==> src/rtl/ram.sv <==
// rtl/ram.sv - 64x8 single-port RAM with a power-up zeroing sweep.
// Define RAM_PARITY_EN to add per-word even parity and a parity_err output.
module ram #(
    parameter int DATA_W = 8,
    parameter int ADDR_W = 6
) (
    input  logic              clk,
    input  logic              rst,
    input  logic              wr,
    input  logic [ADDR_W-1:0] address,
    input  logic [DATA_W-1:0] din,
    output logic [DATA_W-1:0] dout,
    output logic              ready
`ifdef RAM_PARITY_EN
    ,
    output logic              parity_err
`endif
);

    localparam int DEPTH = 1 << ADDR_W;

    typedef enum logic {INIT, RUN} state_t;

    state_t            state, state_next;
    logic [ADDR_W-1:0] init_cnt;
    logic [DATA_W-1:0] mem [DEPTH];

    logic              we;
    logic [ADDR_W-1:0] waddr;
    logic [DATA_W-1:0] wdata;

    always_ff @(posedge clk or posedge rst) begin
        if (rst) begin
            state    <= INIT;
            init_cnt <= '0;
        end else begin
            state <= state_next;
            if (state == INIT)
                init_cnt <= init_cnt + 1'b1;
        end
    end

    // The sweep finishes on the edge that writes the last address; RUN is terminal.
    always_comb begin
        state_next = state;
        we         = 1'b0;
        waddr      = address;
        wdata      = din;
        case (state)
            INIT: begin
                we    = 1'b1;
                waddr = init_cnt;
                wdata = '0;
                if (&init_cnt)
                    state_next = RUN;
            end
            RUN: begin
                we = wr;
            end
            default: state_next = INIT;
        endcase
    end

    assign ready = (state == RUN);

    // Array is deliberately outside the reset domain; only the sweep clears it.
    always_ff @(posedge clk) begin
        if (we)
            mem[waddr] <= wdata;
    end

    always_ff @(posedge clk or posedge rst) begin
        if (rst)
            dout <= '0;
        else if (state == INIT)
            dout <= '0;
        else if (wr)
            dout <= din;
        else
            dout <= mem[address];
    end

`ifdef RAM_PARITY_EN
    logic par_mem [DEPTH];

    always_ff @(posedge clk) begin
        if (we)
            par_mem[waddr] <= ^wdata;
    end

    // Write-first reads return fresh data whose parity is correct by construction.
    always_ff @(posedge clk or posedge rst) begin
        if (rst)
            parity_err <= 1'b0;
        else if (state == INIT || wr)
            parity_err <= 1'b0;
        else
            parity_err <= (^mem[address]) != par_mem[address];
    end
`endif

endmodule

==> config.mk <==
export PLATFORM = sky130hd
export DESIGN_NAME = ram
export DESIGN_NICKNAME = d
export VERILOG_FILES = /design/src/rtl/ram.sv
export SDC_FILE = /design/constraint.sdc
export NUM_CORES = 1
export LEC_CHECK = 0
export CORE_AREA = 4 4 213 215
export CTS_CLUSTER_DIAMETER = 120
export CTS_CLUSTER_SIZE = 20
export DETAILED_ROUTE_END_ITERATION = 8
export DIE_AREA = 0 0 217 219
export PLACE_DENSITY = 0.62
export SYNTH_ARGS = -nofsm -noshare
export SYNTH_HDL_FRONTEND = slang
export SYNTH_SLANG_ARGS = --single-unit
==> constraint.sdc <==
create_clock -name clk -period 3.7 [get_ports clk]
set_input_delay 0.74 -clock clk [delete_from_list [all_inputs] [get_ports clk]]
set_output_delay 0.74 -clock clk [all_outputs]
set_load 0.02 [all_outputs]
Word level (Yosys, flattened, before mapping) --
Memories as Yosys holds them, arrays and structs flattened. Index checks and enable logic that the tools add are counted.
Word-level totals: output and inout bits 9, memory bits (writable) 512, register bits 15, word-level logic and storage cells 16, memories kept 1
Cells by class: $add $sub $neg 1, muxes and demuxes 9, bitwise operators 1, reduce and logical (&&, ||, !) cells 1
Memory list:
- mem | depth 64, width 8, read ports 1, clocked after memory_dff 0, wr ports 1, line 26 | logic [DATA_W-1:0] mem [DEPTH];
Operators by type and width (number):
- 8-bit 2-to-1 mux | 3
- 6-bit by 1-bit adder with 6-bit output, second input constant | 1
- 6-bit 2-to-1 mux | 1
- 6-bit AND reduction | 1
- 1-bit 2-to-1 mux | 4
- 1-bit case mux with 2 select lines | 1
- 1-bit inverter | 1

Longest topological paths before layout --
depth in word-level cells 4, depth in mapped cells 9, gate-level depth less buffers 5

Worst setup path after synthesis --
Ideal clock, no wire load.
path kind reg2reg, start point register state (netlist: ready), end point memory mem[0][0], data pin, data required time 3.333 ns, cell stages (with the launch flop) 6, path slack 0.879 ns, arrival 2.454 ns, setup time 0.367 ns, path through dfrtp_1 clkbuf_1 clkbuf_1 clkbuf_1 clkbuf_1 and2_1
On the way: word-level cells in the longest chain between the ends 1
Ends and longest elaborated chain:
- start, declared | line 24 | state_t state, state_next;
- start signal, assigned | line 37 | state <= state_next;
- 8-bit 2-to-1 mux | line 49 | case (state)
- net wdata[0] | line 30 | logic [DATA_W-1:0] wdata;
- end, declared | line 26
The timed path passes the listed nets, and every way through them passes these cells.

Worst setup path after layout --
start point register state (netlist: ready), end point output ready
RTL lines:
- end, declared | line 13 | output logic ready
No word-level cell between the ends.

==> results.yml <==
clocking:
  cts_hold_buf: 0
  cts_tree: "built"
  clk_path_buf_depth: 3
  htree_levels: 1
  insertion_delay_ps: 590
  numCtsBuffers: 30
  path_clk_slew_ps: 80
  cts-resized-gates: 0
  cts_setup_buffers: 0
  cts-root-buf: "clkbuf_16"
  clock_sinks: 527
detailed_routing:
  drcViolationCount: 0
  drt_wl_total_um: 46400
  drt_pass1_iterations: 5
  vias: 9701
  ant_nets: 0
  via_per_inst: 5.92
  drt_iter0_markers: 1144
  wire_per_inst_um: 28.3
power_and_ir_drop:
  switchingPower_mw: 1.97
  leakage_nw: 5.92
  p_clk_share_pct: 33.9
  sw_frac_of_total_pct: 19.5
  ir_worst_vdd_mv: 0.328
  power.internal_mw: 8.13
  powerDensity_nw_per_um2: 438
  power.share.sequential_pct: 63.7
  p_comb_share_pct: 2.4
logic_synthesis:
  ys_seq_area_share_pct: 76.1
  synth-edff-count: 512
  syn_area_um2: 20700
  synthFlopType: "edfxtp_1"
  yosys.area.top_type_share_pct: 74.2
  synth_most_common_cell: "edfxtp_1"
  synthTopCellsByArea: "edfxtp_1 74%, mux4_2 16%, dfrtp_1 1.8%, mux4_1 1.3%, nor2_1 1.3%"
  yosys_register_bits: 527
  synth_area_per_cell_um2: 22.6
  synthTopCellsByCount: "512 x edfxtp_1, 146 x mux4_2, 70 x nor2_1"
  yosys_warnings: 0
  yosysTopAreaCell: "edfxtp_1"
  synthCells: 917
  async_reset_ff_share_pct: 2.85
  synth_nets: 935
  synth.distinct_cells: 39
floorplan:
  num_rows: 77
  die_x_um: 217
  ios: 26
  initial_core_util_pct: 47.3
  die-area_um2: 47500
  die_y_um: 219
  fp.coreArea_um2: 43700
sta:
  finalClockSkew_ps: 23.4
  grt_setup_unrepaired: "no"
  tightest_slew_ps: 1200
  fin_crit_sh_pct: 81.0
  setup_viol: 0
  relSlewSlack_pct: 19.8
  maxSlewViolCount: 0
  totalNegativeSetupSlack_ps: 0
  hold_viol: 0
  fin_hold_ws_ps: 509
  period_minus_slack_ps: 3000
  fmax_mhz: 334
layout:
  nets: 1040
  fillCellCount: 3399
  drive_gt1_share_pct: 28.1
  final_util_pct: 52.7
  syn_to_final_growth_pct: 11.3
  antenna_cells: 0
run:
  max_cap_viol_count: 0
critical_path:
  slowest_stage: "dfrtp_1"
  worst-setup-path-type: "flip-flop to output pin"
  crit_arrival_ps: 2260
  critPathRequiredTime_ps: 2960
  start_kind: "flip-flop"
  crit_path_end_kind: "output pin"
  cpPeakStageDelay_ps: 770
  path_cells: "buf_4, clkdlybuf4s50_1"
  crit_fanout: 21
placed_design:
  gp_congestion: 0.833
  portBuffers: 25
  hpwl_um: 29400
global_route:
  overflow: 0
  grt_first_pass_wirelength_um: 68600
  grt_use_total_pct: 19.8
  grt_pass1_vias: 9772
  grt_max_degree: 65
  antenna_found_initial: 2
status:
  outcome: "completed"
min_path:
  holdCritPathClass: "flip-flop to flip-flop"
[power groups by stage]
stage / registers [mW] / logic (mW) / clock network, mW
after floorplan: 6.57 / 0.180 / 0
after global placement: 6.57 / 0.249 / 0
after detailed placement: 6.57 / 0.248 / 0
after CTS: 6.43 / 0.249 / 3.49
after global routing: 6.43 / 0.259 / 3.74
final: 6.43 / 0.244 / 3.42
[state kept, by name, summed over array words and instances (netlist names)]
signal	cells
init_cnt	6
ready	1
mem	512
dout	8
[placed cells by master, fill, tap and decap left out, types with 15 or more instances in the layout]
cell type	Yosys	routed
buf_4	18	93
clkbuf_1	16	24
clkbuf_16	0	31
clkdlybuf4s50_1	0	20
dfrtp_1	15	15
edfxtp_1	512	512
mux2i_1	23	23
mux4_2	146	146
nand2_1	18	18
nor2_1	70	70
[routing by layer]
| layer | wire length, µm | vias up | share of wire, % | global-route usage, % |
|---|---|---|---|---|
| met3 | 3710 | 50 | 8.0 | 3.18 |
| met5 | 13 | - | 0.028 | 0 |
| met2 | 21800 | 393 | 47 | 30.9 |
| li1 | - | 4052 | - | - |
| met4 | 707 | 2 | 1.5 | 3.37 |
| met1 | 20200 | 5204 | 44 | 30.6 |
[cell type report]
class / count / area (µm²) / area share (%)
flip-flops and latches: 527 / 15800 / 68.3
multi-input cells: 338 / 4650 / 20.2
repair buffers: 121 / 1020 / 4.42
clock buffers: 55 / 866 / 3.76
well taps: 592 / 741 / 3.21
clock inverters: 1 / 16.3 / 0.0706
inverters: 4 / 15.0 / 0.0651
[final timing paths]
path / startpoint / end / slack [ps] / cells past startpoint
max: ready$_DFF_PP0_ / ready / 700 / 2
min: init_cnt[0]$_DFFE_PP0N_ / init_cnt[0]$_DFFE_PP0N_ / 510 / 1
max reg2reg: ready$_DFF_PP0_ / mem[48][1]$_DFFE_PP_ / 920 / 6
min reg2reg: init_cnt[0]$_DFFE_PP0N_ / init_cnt[0]$_DFFE_PP0N_ / 510 / 1
max in group asynchronous: rst / ready$_DFF_PP0_ / 2600 / 2
min in group asynchronous: rst / dout[7]$_DFF_PP0_ / 590 / 2
[metrics by stage]
step / cells / instance area, µm² / setup WS [ps] / power (mW)
after CTS: 1638 / 23100 / 699 / 10.2
after detailed placement: 1582 / 22200 / 355 / 6.82
after floorplan: 917 / 20700 / 879 / 6.75
after global routing: 1638 / 23100 / 615 / 10.4
final: 1638 / 23100 / 704 / 10.1
after global placement: 1582 / 22200 / 403 / 6.82
[kinds of logic (layout without fill, tap and decap cells)]
logic type	count (synthesis)	in the layout	share of synthesized area, %
fa+ha+maj	1	1	0.0604
mux	185	185	18.6
xor+xnor	5	5	0.211
simple gates	115	115	2.40
buf+inv	52	181	1.56
flops	527	527	76.1
compound gates	32	32	1.13
[worst max-delay path: cells and delay by family, from the launching register on]
kind                   cells  cell delay [ps]
buffers and inverters      2              900
flip-flops                 1              770
No activity file was read; power rests on OpenSTA's default activity.
